### src/rtl/pipeline_pkg.sv
// Shared encodings for the 5-stage pipeline control path: write-back source
// select, EX operand forwarding select and the hazard controller FSM states.
package pipeline_pkg;

    localparam int unsigned REG_ADDR_W = 5;
    localparam int unsigned WDOG_W     = 16;

    // Write-back source of an instruction; WB_LOAD marks a memory load.
    typedef enum logic [1:0] {
        WB_ALU  = 2'b00,
        WB_LOAD = 2'b01,
        WB_PC4  = 2'b10,
        WB_CSR  = 2'b11
    } wb_sel_e;

    // EX-stage operand source.
    typedef enum logic [1:0] {
        FWD_RF  = 2'b00,
        FWD_MEM = 2'b01,
        FWD_WB  = 2'b10
    } fwd_sel_e;

    // Hazard controller state.
    typedef enum logic [0:0] {
        RUN      = 1'b0,
        MEM_WAIT = 1'b1
    } hz_state_e;

endpackage

### src/rtl/hazard_fwd_unit.sv
// Purely combinational EX-stage forwarding select for both source operands.
// MEM-stage results take priority over WB-stage results; x0 is never forwarded.
module hazard_fwd_unit
    import pipeline_pkg::*;
(
    input  logic [REG_ADDR_W-1:0] rs1_execute,
    input  logic [REG_ADDR_W-1:0] rs2_execute,
    input  logic [REG_ADDR_W-1:0] rd_mem,
    input  logic                  rd_wren_mem,
    input  logic [REG_ADDR_W-1:0] rd_wb,
    input  logic                  rd_wren_wb,
    output fwd_sel_e              fwd_a_sel,
    output fwd_sel_e              fwd_b_sel
);

    function automatic fwd_sel_e select_src(
        input logic [REG_ADDR_W-1:0] rs,
        input logic [REG_ADDR_W-1:0] rd_m,
        input logic                  wren_m,
        input logic [REG_ADDR_W-1:0] rd_w,
        input logic                  wren_w
    );
        fwd_sel_e sel;
        if (wren_m && (rd_m != 5'd0) && (rd_m == rs)) begin
            sel = FWD_MEM;
        end else if (wren_w && (rd_w != 5'd0) && (rd_w == rs)) begin
            sel = FWD_WB;
        end else begin
            sel = FWD_RF;
        end
        return sel;
    endfunction

    // Per-operand source selection.
    always_comb begin
        fwd_a_sel = select_src(rs1_execute, rd_mem, rd_wren_mem, rd_wb, rd_wren_wb);
        fwd_b_sel = select_src(rs2_execute, rd_mem, rd_wren_mem, rd_wb, rd_wren_wb);
    end

endmodule

### src/rtl/pipeline_hazard_ctrl.sv
// Stall/flush/forwarding controller for the 5-stage pipeline.
// Priority: LSU wait > EX redirect > load-use. An LSU watchdog aborts waits
// that last TIMEOUT_CYCLES MEM_WAIT cycles and pulses o_mem_timeout once.
// Optional build macro HAZARD_PERF_EN adds stall/redirect-flush counters;
// without it the counter ports are tied to zero.
module pipeline_hazard_ctrl
    import pipeline_pkg::*;
#(
    parameter int unsigned TIMEOUT_CYCLES = 64,
    parameter int unsigned CNT_W          = 32
) (
    input  logic             i_clk,
    input  logic             i_reset,
    input  logic [4:0]       i_rs1_addr_decode,
    input  logic [4:0]       i_rs2_addr_decode,
    input  logic [4:0]       i_rs1_addr_execute,
    input  logic [4:0]       i_rs2_addr_execute,
    input  logic [4:0]       i_rd_addr_execute,
    input  logic             i_rd_wren_execute,
    input  logic [1:0]       i_wb_sel_execute,
    input  logic [4:0]       i_rd_addr_mem,
    input  logic             i_rd_wren_mem,
    input  logic [4:0]       i_rd_addr_wb,
    input  logic             i_rd_wren_wb,
    input  logic             i_pc_redirect_execute,
    input  logic             i_lsu_req_mem,
    input  logic             i_lsu_ready,
    output logic             o_stall_fetch,
    output logic             o_stall_decode,
    output logic             o_stall_mem,
    output logic             o_flush_decode,
    output logic             o_flush_execute,
    output logic [1:0]       o_fwd_a_sel,
    output logic [1:0]       o_fwd_b_sel,
    output logic             o_mem_timeout,
    output logic [CNT_W-1:0] o_perf_stall_cnt,
    output logic [CNT_W-1:0] o_perf_flush_cnt
);

    localparam logic [WDOG_W-1:0] WDOG_LAST = WDOG_W'(TIMEOUT_CYCLES - 1);

    hz_state_e         state_r;
    hz_state_e         state_nxt_s;
    logic [WDOG_W-1:0] wdog_r;
    logic [WDOG_W-1:0] wdog_nxt_s;
    logic              timeout_r;
    logic              timeout_nxt_s;
    logic              mem_busy_s;
    logic              load_use_s;
    logic              redirect_flush_s;
    fwd_sel_e          fwd_a_s;
    fwd_sel_e          fwd_b_s;

    assign mem_busy_s       = i_lsu_req_mem & ~i_lsu_ready;
    assign redirect_flush_s = i_pc_redirect_execute & ~mem_busy_s;
    assign load_use_s       = i_rd_wren_execute
                            & (i_wb_sel_execute == WB_LOAD)
                            & (i_rd_addr_execute != 5'd0)
                            & ((i_rd_addr_execute == i_rs1_addr_decode) |
                               (i_rd_addr_execute == i_rs2_addr_decode));

    hazard_fwd_unit u_fwd (
        .rs1_execute (i_rs1_addr_execute),
        .rs2_execute (i_rs2_addr_execute),
        .rd_mem      (i_rd_addr_mem),
        .rd_wren_mem (i_rd_wren_mem),
        .rd_wb       (i_rd_addr_wb),
        .rd_wren_wb  (i_rd_wren_wb),
        .fwd_a_sel   (fwd_a_s),
        .fwd_b_sel   (fwd_b_s)
    );

    // FSM state, watchdog and registered timeout pulse.
    always_ff @(posedge i_clk or posedge i_reset) begin
        if (i_reset) begin
            state_r   <= RUN;
            wdog_r    <= '0;
            timeout_r <= 1'b0;
        end else begin
            state_r   <= state_nxt_s;
            wdog_r    <= wdog_nxt_s;
            timeout_r <= timeout_nxt_s;
        end
    end

    // Next state: wait for LSU ready, abort when the watchdog hits its last count.
    always_comb begin
        state_nxt_s   = state_r;
        wdog_nxt_s    = wdog_r;
        timeout_nxt_s = 1'b0;
        case (state_r)
            RUN: begin
                if (mem_busy_s) begin
                    state_nxt_s = MEM_WAIT;
                    wdog_nxt_s  = '0;
                end else begin
                    state_nxt_s = RUN;
                end
            end
            MEM_WAIT: begin
                if (i_lsu_ready) begin
                    state_nxt_s = RUN;
                end else if (wdog_r == WDOG_LAST) begin
                    state_nxt_s   = RUN;
                    timeout_nxt_s = 1'b1;
                end else begin
                    wdog_nxt_s = wdog_r + 16'd1;
                end
            end
            default: begin
                state_nxt_s = RUN;
                wdog_nxt_s  = '0;
            end
        endcase
    end

    // Stall/flush outputs by priority; everything reads zero while reset is held.
    always_comb begin
        o_stall_fetch   = 1'b0;
        o_stall_decode  = 1'b0;
        o_stall_mem     = 1'b0;
        o_flush_decode  = 1'b0;
        o_flush_execute = 1'b0;
        if (i_reset) begin
            o_stall_fetch = 1'b0;
        end else if (mem_busy_s) begin
            o_stall_fetch  = 1'b1;
            o_stall_decode = 1'b1;
            o_stall_mem    = 1'b1;
        end else if (i_pc_redirect_execute) begin
            o_flush_decode  = 1'b1;
            o_flush_execute = 1'b1;
        end else if (load_use_s) begin
            o_stall_fetch   = 1'b1;
            o_stall_decode  = 1'b1;
            o_flush_execute = 1'b1;
        end else begin
            o_stall_fetch = 1'b0;
        end
    end

    assign o_fwd_a_sel   = i_reset ? 2'b00 : fwd_a_s;
    assign o_fwd_b_sel   = i_reset ? 2'b00 : fwd_b_s;
    assign o_mem_timeout = timeout_r;

`ifdef HAZARD_PERF_EN
    logic [CNT_W-1:0] stall_cnt_r;
    logic [CNT_W-1:0] flush_cnt_r;

    // Free-running wrap-around counters of stall cycles and redirect flushes.
    always_ff @(posedge i_clk or posedge i_reset) begin
        if (i_reset) begin
            stall_cnt_r <= '0;
            flush_cnt_r <= '0;
        end else begin
            if (o_stall_fetch) begin
                stall_cnt_r <= stall_cnt_r + CNT_W'(1);
            end
            if (redirect_flush_s) begin
                flush_cnt_r <= flush_cnt_r + CNT_W'(1);
            end
        end
    end

    assign o_perf_stall_cnt = stall_cnt_r;
    assign o_perf_flush_cnt = flush_cnt_r;
`else
    logic unused_perf_s;
    assign unused_perf_s    = redirect_flush_s;
    assign o_perf_stall_cnt = '0;
    assign o_perf_flush_cnt = '0;
`endif

endmodule
### config.mk
export PLATFORM = sky130hd
export DESIGN_NAME = pipeline_hazard_ctrl
export DESIGN_NICKNAME = d
export VERILOG_FILES = /design/src/rtl/pipeline_pkg.sv /design/src/rtl/hazard_fwd_unit.sv /design/src/rtl/pipeline_hazard_ctrl.sv
export SDC_FILE = /design/constraint.sdc
export NUM_CORES = 1
export LEC_CHECK = 0
export CAP_MARGIN = 20
export CORE_MARGIN = 2
export CORE_UTILIZATION = 25
export CTS_CLUSTER_DIAMETER = 200
export DETAILED_ROUTE_END_ITERATION = 10
export PLACE_DENSITY = 0.65
export SYNTH_ARGS = -nofsm -noshare
export SYNTH_HDL_FRONTEND = slang
export SYNTH_HIERARCHICAL = 1
export SYNTH_SLANG_ARGS = --single-unit
### constraint.sdc
create_clock -name i_clk -period 2.32 [get_ports i_clk]
set_input_delay 0.348 -clock i_clk [delete_from_list [all_inputs] [get_ports i_clk]]
set_output_delay 0.348 -clock i_clk [all_outputs]
set_load 0.03 [all_outputs]
==> results by group <==
Outcome
  – Status: finished, final reports clean

Critical path
  – Startpoint Class: input pin
  – Worst EP required: around 2.0 ns
  – Critical Path End Type: output pin
  – Critical path type: input pin to output pin
  – CP Data Arrival Time: 1.96 ns
  – Crit-path max FO: 3

Floorplan
  – Initial Util: 0.257
  – Io pins: around 120
  – Site Rows: 32
  – Core area: 7650 um2
  – Chip height: 92.6 um
  – Die Area: about 8600 um2
  – DIE WIDTH: 92.6 um

Synth
  – FFs w/ async S/R, synth: 1.00
  – Fraction of the mapped netlist area in adder cells: 0.00638
  – Register area share after synthesis: 0.230
  – Post-synth top cells: buf_4, xnor2_1, nand2_1
  – Top FF cell, synth: dfrtp_1
  – Xor-xnor portion of the synthesized cell area: 0.134
  – Post-Synth Simple-Gate Area: 0.221
  – Synthesized area per cell: between 8 and 9 um2
  – Post-Syn Area: 1960 um2
  – Mux share of post-synthesis cell area: 0.0204
  – Synth area leader: buf_4
  – Compound-Gate Fraction of Synth Area: 0.119
  – Top-area cell type share of the netlist area: 0.249
  – #FFs+latches synth: 18
  – Post-synth EDFFs: 0
  – Synthesis Warnings: 6
  – Post-Synthesis Cells: 240
  – Largest family of logic cells by synthesized area: buffers and inverters
  – Netlist cell types: 41
  – Top cells by area, synth: buf_4, dfrtp_1, xnor2_1
  – Count leader, synth: buf_4

Route
  – TritonRoute pass-1 iters: 4
  – Total wire length: 4380 um
  – Post-route ant nets: 0
  – Via density: 4.11
  – 1st-iter DRT viols: between 40 and 50
  – Via count: 1692
  – # DRC: 0
  – Routed len/inst: 10.6 um

Timing
  – RSZ-0062 raised after global routing: true
  – Final setup fails: 0
  – Fmax: 433 MHz
  – Setup_tns: 0 ns
  – Tmin final: about 2.3 ns
  – Worst hold margin: 0.507 ns
  – Final clock period utilization by the worst path: 0.996
  – Final hold vios: 0
  – Worst Clk Skew: between 0.004 and 0.005 ns
  – Max-slew violation count: 0

Power
  – NetSw: roughly 0.38 mW
  – Pwr Density: 384 nW/um2
  – Register share of total power: 0.365
  – Pleak: ~1.2 nW
  – Worst vdd ir: 104 uV
  – Power share of the combinational group: 0.417
  – Int Power: ~0.60 mW
  – Switching Fraction: 0.388
  – Clk pwr share: 0.218

Finish
  – Sequential cell area: 450 um2
  – Filler cell count in the final layout: 790
  – Area occupied by multi-input gates: 1270 um2
  – Ant diodes: 0
  – Layout cells sized above 1: 0.148
  – Final nets: around 360
  – Post-route cell area: 2570 um2
  – Area Growth Syn to Fin: 30.9%

Clocking
  – CTS tree: done
  – Clock sinks: 18
  – Clk buf depth: 2
  – Total CTS buffers: 3
  – Clk Latency, worst-skew pair: approximately 0.25 ns
  – CTS root buf: clkbuf_8
  – Total number of H-tree levels: 1
  – CTS Hold Bufs: 0
  – Clock slew at reported path FFs: 0.06 ns

Run
  – Max_cap viols: 0

Global route
  – Pin count of the biggest net entering global routing: 19
  – GRT Total Usage: 0.0992
  – First-pass GRT wire length: 7030 um
  – Vias in the first global route: 1532
  – Initial antenna violation count: 0
  – GRT overflow: 0

Placement
  – Post-DP HPWL: 3560 um
  – I/O Buffers: 54
  – Gpl congestion: ~0.8
  – Post-DP Area: approximately 2500 um2

Hold path
  – Min-delay worst type: flop to flop
## per-layer routing
metal / track usage / vias up / wire (um)
li1: - / 838 / -
met1: 0.122 / 777 / 1840
met2: 0.177 / 71 / 2180
met3: 0.0130 / 6 / 300
met4: 0.0348 / 0 / 56
met5: 0 / - / 0
## final timing paths
path,slack (ns),depth (start not counted),endpoint,startpoint
worst min register to register,0.51,1,wdog_r[2],wdog_r[2]
max in group asynchronous,1.45,3,wdog_r[14],i_reset
worst max register to register,0.54,6,wdog_r[10],wdog_r[0]
worst max-delay path,0.009,8,o_fwd_b_sel[1],i_rd_addr_mem[1]
min in group asynchronous,0.67,3,o_mem_timeout,i_reset
worst min-delay path,0.51,1,wdog_r[2],wdog_r[2]
## area by class of cell
cell class | instances | area share
multi-input cells | 211 | 0.494
repair buffers | 71 | 0.255
flip-flops and latches | 18 | 0.175
well taps | 102 | 0.0497
clock buffers | 3 | 0.0161
inverters | 7 | 0.0102
## power groups by stage
stage                     Combinational [mW]  Sequential [mW]  Clock [mW]
final                                  0.411            0.360       0.215
after global routing                   0.441            0.364       0.239
after CTS                              0.403            0.359       0.224
after detailed placement               0.398            0.365           0
after global placement                 0.396            0.366           0
after floorplan                        0.346            0.356           0
## state kept, by name, indices dropped and copies added, names as in the netlist
signal,flops
o_mem_timeout,1
state_r,1
wdog_r,16
## metrics by stage
| stage | total power, mW | setup WS, ns | util | instances |
|---|---|---|---|---|
| 2_1_floorplan | 0.702 | 0.128 | - | 303 |
| 3_3_place_gp | 0.761 | -0.335 | 0.322 | 407 |
| 3_5_place_dp | 0.764 | -0.378 | 0.322 | 407 |
| 4_1_cts | 0.987 | 0.0102 | 0.331 | 412 |
| 5_1_grt | 1.04 | -0.0273 | 0.336 | 412 |
| 6_report | 0.987 | 0.00909 | 0.336 | 412 |
## cell usage in the layout (no fill, tap or decap), drive strengths merged, types with 6 or more instances in the layout
cell type / synthesis / routed
conb: 1 / 64
clkdlybuf4s50: 0 / 38
buf: 67 / 28
xnor2: 22 / 22
nand2: 21 / 21
dfrtp: 18 / 18
o21ai: 13 / 13
nor2: 12 / 12
a31oi: 10 / 10
nand3: 9 / 9
xor2: 8 / 8
and3: 7 / 7
inv: 7 / 7
nand4: 6 / 6
nor4: 6 / 6
## critical path, stage by stage
cell and delay [ns]:
buf_6 0.10, or4_4 0.53, o21ai_4 0.16, buf_6 0.11, nor4_2 0.04, nor4_1 0.30, nor2b_2 0.22, buf_6 0.15
## cell families after synthesis
kind of cell             Yosys count
AND/OR/NAND/NOR                   76
buffers and inverters             74
AO/OA/AOI/OAI                     36
XOR/XNOR                          30
flip-flops                        18
multiplexers                       4
adder cells (fa/ha/maj)            1
other                              1
## repair_timing
item                       in CTS  in global routing
pin swaps                       4                  5
setup endpoints to repair       4                  7
cloned                          0                  0
gates resized for setup        20                 20
setup buffers                   2                  0
Power figures use the tool's default switching activity.
